## src/rtl/fc_pkg.sv

```systemverilog
// Shared definitions for the fully-connected output stage: default sizes,
// score/index types and the argmax controller state encoding.
package fc_pkg;

  localparam int N_CLASS = 10;
  localparam int SCORE_W = 38;
  localparam int IDX_W   = 4;

  typedef logic signed [SCORE_W-1:0] score_t;
  typedef logic [IDX_W-1:0]          class_idx_t;

  typedef enum logic [1:0] {
    IDLE = 2'd0,
    WAIT = 2'd1,
    SCAN = 2'd2,
    DONE = 2'd3
  } fc_argmax_state_t;

endpackage

```

## src/rtl/fc_argmax.sv

```systemverilog
// Latches all class scores once every neuron is done, then scans them one per
// cycle with a single signed comparator. Define FC_ARGMAX_SCORE_EN to expose max_score_o.
module fc_argmax #(
  parameter int N_CLASS = fc_pkg::N_CLASS,
  parameter int SCORE_W = fc_pkg::SCORE_W,
  parameter int IDX_W   = fc_pkg::IDX_W
) (
  input  logic                       clk,
  input  logic                       rst,
  input  logic                       enable,
  input  logic [N_CLASS*SCORE_W-1:0] score_i,
  input  logic [N_CLASS-1:0]         done_i,
  output logic [IDX_W-1:0]           class_o,
  output logic                       class_valid_o,
`ifdef FC_ARGMAX_SCORE_EN
  output logic [SCORE_W-1:0]         max_score_o,
`endif
  output logic                       busy_o
);
  import fc_pkg::*;

  typedef logic signed [SCORE_W-1:0] sc_t;

  fc_argmax_state_t state, state_n;

  logic [N_CLASS-1:0][SCORE_W-1:0] bank;
  sc_t              best, cand;
  logic [IDX_W-1:0] best_idx, k;
  logic             all_done, gt, last, busy_n;

  assign all_done = &done_i;
  assign cand     = sc_t'(bank[k]);
  assign gt       = cand > best;
  assign last     = (k == IDX_W'(N_CLASS - 1));

  // State register
  always_ff @(posedge clk or posedge rst) begin
    if (rst) state <= IDLE;
    else     state <= state_n;
  end

  // Next state: enable low always wins and returns to IDLE
  always_comb begin
    state_n = state;
    if (!enable) begin
      state_n = IDLE;
    end else begin
      unique case (state)
        IDLE:    state_n = WAIT;
        WAIT:    if (all_done) state_n = SCAN;
        SCAN:    if (last) state_n = DONE;
        DONE:    state_n = DONE;
        default: state_n = IDLE;
      endcase
    end
  end

  // Outputs: busy is registered from the state being entered
  always_comb begin
    busy_n = (state_n == WAIT) || (state_n == SCAN);
  end

  always_ff @(posedge clk or posedge rst) begin
    if (rst) busy_o <= 1'b0;
    else     busy_o <= busy_n;
  end

  // Score bank, running best and result registers
  always_ff @(posedge clk or posedge rst) begin
    if (rst) begin
      bank          <= '0;
      best          <= '0;
      best_idx      <= '0;
      k             <= '0;
      class_o       <= '0;
      class_valid_o <= 1'b0;
`ifdef FC_ARGMAX_SCORE_EN
      max_score_o   <= '0;
`endif
    end else if (!enable) begin
      k             <= '0;
      class_valid_o <= 1'b0;
    end else begin
      unique case (state)
        WAIT: if (all_done) begin
          bank     <= score_i;
          best     <= sc_t'(score_i[SCORE_W-1:0]);
          best_idx <= '0;
          k        <= IDX_W'(1);
        end
        SCAN: begin
          // Strict compare: on a tie the earlier (lower) index survives
          if (gt) begin
            best     <= cand;
            best_idx <= k;
          end
          if (last) begin
            k             <= '0;
            class_o       <= gt ? k : best_idx;
            class_valid_o <= 1'b1;
`ifdef FC_ARGMAX_SCORE_EN
            max_score_o   <= gt ? cand : best;
`endif
          end else begin
            k <= k + 1'b1;
          end
        end
        default: ;
      endcase
    end
  end

endmodule

```

## config.mk

```make
export PLATFORM = sky130hd
export DESIGN_NAME = fc_argmax
export DESIGN_NICKNAME = d
export VERILOG_FILES = /design/src/rtl/fc_pkg.sv /design/src/rtl/fc_argmax.sv
export SDC_FILE = /design/constraint.sdc
export NUM_CORES = 1
export LEC_CHECK = 0
export CELL_PAD_IN_SITES_DETAIL_PLACEMENT = 0
export CELL_PAD_IN_SITES_GLOBAL_PLACEMENT = 2
export CORE_AREA = 2 2 345 176
export CTS_CLUSTER_DIAMETER = 60
export DETAILED_ROUTE_END_ITERATION = 8
export DIE_AREA = 0 0 347 178
export HOLD_SLACK_MARGIN = 0.02
export PLACE_DENSITY_LB_ADDON = 0.1
export SYNTH_ARGS = -nofsm -noshare
export SYNTH_HDL_FRONTEND = slang
export SYNTH_SLANG_ARGS = --single-unit
```

## constraint.sdc

```tcl
create_clock -name clk -period 22.3 [get_ports clk]
set_input_delay 6.69 -clock clk [delete_from_list [all_inputs] [get_ports clk]]
set_output_delay 6.69 -clock clk [all_outputs]
set_load 0.03 [all_outputs]
```

# Yosys cells after proc, flatten, opt, wreduce, memory -nomap -nowiden

Index checks and enable logic that the tools add are counted.

Add/subtract/negate cells: 1
$lt $le $gt $ge: 2
Equal/unequal tests: 12
Muxes and demuxes: 19
Reductions and logical operators: 10

Operators with widths:

| cell                | number |
|---|---|
| $bmux 38 s4         | 1 |
| $mux 38             | 3 |
| $pmux 38 s2         | 1 |
| $gt 38x38->1        | 1 |
| $mux 4              | 5 |
| $pmux 4 s2          | 2 |
| $reduce_and 12->1   | 1 |
| $reduce_and 10->1   | 1 |
| $pmux 2 s4          | 1 |
| $eq 2x2->1 const B  | 3 |
| $mux 2              | 3 |
| $reduce_and 3->1    | 2 |
| $lt 4x5->1 const B  | 1 |
| $add 4x1->4 const B | 1 |
| $eq 2x1->1 const B  | 2 |
| $eq 4x4->1 const B  | 1 |
| $ne 2x1->1 const B  | 2 |
| $ne 2x2->1 const B  | 2 |
| $reduce_and 2->1    | 2 |
| $reduce_and 4->1    | 1 |
| $mux 1              | 3 |
| $ne 3x1->1 const B  | 1 |
| $ne 3x3->1 const B  | 1 |
| $logic_not 2->1     | 1 |
| 2 further kinds     | 2 |

Bits in registers: 434
Input port bits: 393
Output and inout port bits: 6
Word-level logic and storage cells: 61

# Longest topological paths before layout

Depth after elaboration: 6
Gate-level depth with buffers: 18
Gate-level depth less buffers: 13

# Least setup slack after synthesis

OpenSTA, ideal clock, no wires.

Path kind: input port to flip-flop
Start point: input port done_i[2]
End point: register bank[319] (netlist name)
Arrival: 8189 ps
Required time: 22175 ps
Setup slack: 13986 ps
Cell stages on the path: 6
Path buffers: 2
Cell sequence: nand4_1 -> nor4_2 -> nand2_1 -> clkbuf_1 -> clkbuf_1 -> mux2_2

Longest elaborated chain between the ends: 1

RTL lines:

| item                        | RTL line        | source |
|---|---|---|
| start, declared             | fc_argmax.sv:12 | `input logic [N_CLASS-1:0] done_i,` |
| $reduce_and 12->1 (no line) | --              |  |
| end signal, assigned        | fc_argmax.sv:86 | `bank <= score_i;` |
| end, declared               | fc_argmax.sv:26 | `logic [N_CLASS-1:0][SCORE_W-1:0] bank;` |

No other way between the ends.
A chain may end at the register's enable or synchronous reset.

# Worst setup path in the final report

Start point: input port enable
End point: register bank[199] (netlist name)

Longest elaborated chain between the ends: 1

RTL lines:

| item                        | RTL line        | source |
|---|---|---|
| start, declared             | fc_argmax.sv:10 | `input logic enable,` |
| $reduce_and 12->1 (no line) | --              |  |

No other way between the ends.

==> summary.md <==
| Metric | Value |
|---|---|
| Slew @ Worst Pin | `1.14 ns` |
| First-pass GRT wire length | `89,700 um` |
| Worst-Skew Late Latency | `0.57 ns` |
| CP dominant cell by count | `buf_4` |
| Total core area | `58,700 um^2` |
| Global-route usage over all layers | `19.0%` |
| Switch Pwr | `361 uW` |
| Final Max Slew Viols | `0` |
| Largest area contributor in the netlist | `dfrtp_1` |
| EDFF count, synth | `0` |
| Syn_area_per_cell | `13.1 um^2` |
| Seq pwr share | `47.8%` |
| Initial DRC count | `700` |
| Final std cells w/o fill | `2,747` |
| Total CTS buffers | `44` |
| R2R depth | `15` |
| Lkg Pwr | `0.0124 uW` |
| Die Width | `347 um` |
| Fillers | `5,323` |
| Largest net degree at the start of global routing | `186` |
| Slowest CP cell | `buf_4` |
| TritonCTS clock tree | `yes` |
| Setup TNS | `0 ns` |
| DP HPWL | `39,500 um` |
| Unrepaired setup endpoints after global routing | `no` |
| Port buffer count | `398` |
| Setup violations, final | `0` |
| Via density per instance | `4.91` |
| Final-report hold violation count | `0` |
| GRT Max-Usage Layer | `met2` |
| PostCTS Resize Cnt | `0` |
| Vias post-DR | `13,500` |
| Met2 usage | `32.7%` |
| CP startpoint kind | `primary input` |
| WHS Path Cells | `2` |
| Main synth FF type | `dfrtp_1` |
| Global placer's final weighted congestion | `0.733` |
| Tmin final | `9.58 ns` |
| Most numerous cell in the Yosys netlist | `dfrtp_1` |
| Status | `completed` |
| PwrDens | `62.5 nW/um^2` |
| Synth Cell Area | `20,500 um^2` |
| Internal Pwr Total | `1310 uW` |
| Synth top cells by count | `dfrtp_1 (434), mux2_2 (350), nand2_1 (201)` |
| Delay of the slowest critical-path stage | `0.80 ns` |
| Synth warn | `0` |
| Area contributors post-synth | `dfrtp_1 (53%), mux2_2 (19%), mux4_2 (8.4%)` |
| Met1 Use GR | `25.0%` |
| CP Data Arrival Time | `10.01 ns` |
| CTS sink cnt | `434` |
| Post-CTS Setup Bufs | `0` |
| Rel. slew slack | `23.4%` |
| Die Ht | `178 um` |
| CP Capture Type | `register` |
| Cells after synthesis | `1,564` |
| CTS max path bufs | `3` |
| Post-DRT Antenna Nets | `0` |
| Critical Path Fanout Max | `67` |
| Layout Nets | `2,361` |
| GRT Residual Overflow | `0` |
| FF+latch count, synth | `434` |
| CTS Hold Bufs | `0` |
| Met3 Resource Use GR | `3.86%` |
| Post-synth ARST share | `100%` |
| CTS clk-pin slew, worst paths | `0.06 ns` |
| Post-synth net total | `1,997` |
| Worst Skew | `0.0248 ns` |
| Combinational share of power | `6.3%` |
| Share of layout cells above drive strength 1 | `26.8%` |
| Clock root cell | `clkbuf_16` |
| Crit path kind | `in -> reg` |
| Area Growth Syn to Fin | `30.4%` |
| Final wirelength | `58,100 um` |
| Die Footprint | `61,800 um^2` |
| Initial Utilization | `34.8%` |
| Worst reg2reg path startpoint | `k[1]` |
| VDD IR max | `0.0539 mV` |
| Hold WC Path Type | `reg -> reg` |
| Critical path origin | `enable` |
| Max Cap Viol | `0` |
| Clock Power Share | `46.0%` |
| DRC Markers | `0` |
| Std cell rows | `63` |
| Register area share after synthesis | `53.1%` |
| IO Count | `399` |
| Switching share of power | `21.6%` |
| Synth unique cells | `41` |
| Antenna violations before repair | `7` |
| Number of H-tree levels | `2` |
| Worst min-delay path startpoint | `bank[4]` |
| Wirelength per Cell | `21.2 um` |
| Fin crit share | `43.0%` |
| Post-synth top area share | `53.1%` |
| Critical path cell sequence | `clkdlybuf4s50_1, nand2_4, buf_4, buf_4, mux2_2` |
| Vias in the first global route | `14,800` |
| Drt pass-1 iters | `4` |
| Maximum clock rate | `0.104 GHz` |
| Placed Cells | `2,662` |
| Worst EP required | `22.74 ns` |
[cell type report]
class	count	area, um^2	area share (%)
clock inverters	15	186	0.699
well taps	780	976	3.66
inverters	49	191	0.717
flip-flops and latches	434	10900	40.7
repair buffers	415	4140	15.5
diodes	6	15.0	0.0563
multi-input cells	984	9040	33.9
clock buffers	64	1280	4.79
[power by group through the flow]
stage	logic (uW)	clock network (uW)	registers, uW
floorplan	25.1	0	811
global placement	106	0	811
detailed placement	107	0	811
CTS	107	797	797
global route	114	830	797
finish	105	767	797
[cells in the final DEF (no fill, tap or decap), types with 2 or more instances in the layout]
| cell type | instances |
|---|---|
| o21ai_4 | 2 |
| dfrtp_1 | 432 |
| inv_1 | 46 |
| a21o_1 | 2 |
| inv_6 | 2 |
| o21ai_0 | 71 |
| clkbuf_8 | 8 |
| mux2_2 | 350 |
| a221oi_1 | 2 |
| buf_12 | 2 |
| mux2i_1 | 81 |
| nor2_1 | 12 |
| mux4_2 | 76 |
| o21a_1 | 4 |
| bufinv_16 | 4 |
| clkbuf_16 | 45 |
| nor2b_1 | 2 |
| nand3_1 | 7 |
| nand4_1 | 9 |
| a31oi_1 | 2 |
| ha_1 | 40 |
| a211o_1 | 2 |
| buf_4 | 15 |
| a21oi_1 | 93 |
| clkinv_2 | 8 |
| clkdlybuf4s50_1 | 398 |
| o21ai_1 | 5 |
| and4_1 | 2 |
| nand2_1 | 200 |
| diode_2 | 6 |
| clkbuf_1 | 11 |
| dfrtp_4 | 2 |
| inv_2 | 2 |
| nor3_1 | 5 |
[logic make-up after synthesis]
logic type,synth area share [%]
simple gates,4.92
fa+ha+maj,2.45
compound gates,4.99
buf+inv,2.92
mux,31.6
flops,53.1
[layer usage]
| metal | vias to the layer above | share of wire [%] |
|---|---|---|
| met4 | 4 | 1.8 |
| met3 | 69 | 4.3 |
| li1 | 6327 | - |
| met5 | - | 0.046 |
| met2 | 218 | 49 |
| met1 | 6881 | 45 |
[path summary, 6_finish.rpt]
check | end | slack, ns
setup reg to reg | best[0] | 16.32
hold / removal | bank[4] | 0.48
setup / recovery | bank[199] | 12.72
hold reg to reg | bank[4] | 0.48
max in group asynchronous | bank[118] | 13.10
min in group asynchronous | bank[173] | 6.65
[state kept, by name (all words and copies together) (netlist names)]
signal	count
bank	380
best	38
best_idx	4
class_o	4
k	4
state	2
busy_o	1
class_valid_o	1
[through the flow]
step	total power [uW]	setup slack, ns	util, %	area [um^2]	hold slack (ns)
finish	1670	12.72	45.4	26700	0.479
CTS	1700	12.74	45.4	26700	0.489
global placement	917	12.21	42.9	25200	0.459
detailed placement	918	12.13	42.9	25200	0.472
floorplan	836	3.52	-	20500	0.445
global route	1740	12.54	45.4	26700	0.507
[worst max-delay path: cells and delay by family]
kind,cells,cell delay [ns]
buffers and inverters,3,2.08
muxes,1,0.42
and+or+nand+nor,1,0.74
No activity file was read; power rests on OpenSTA's default activity.
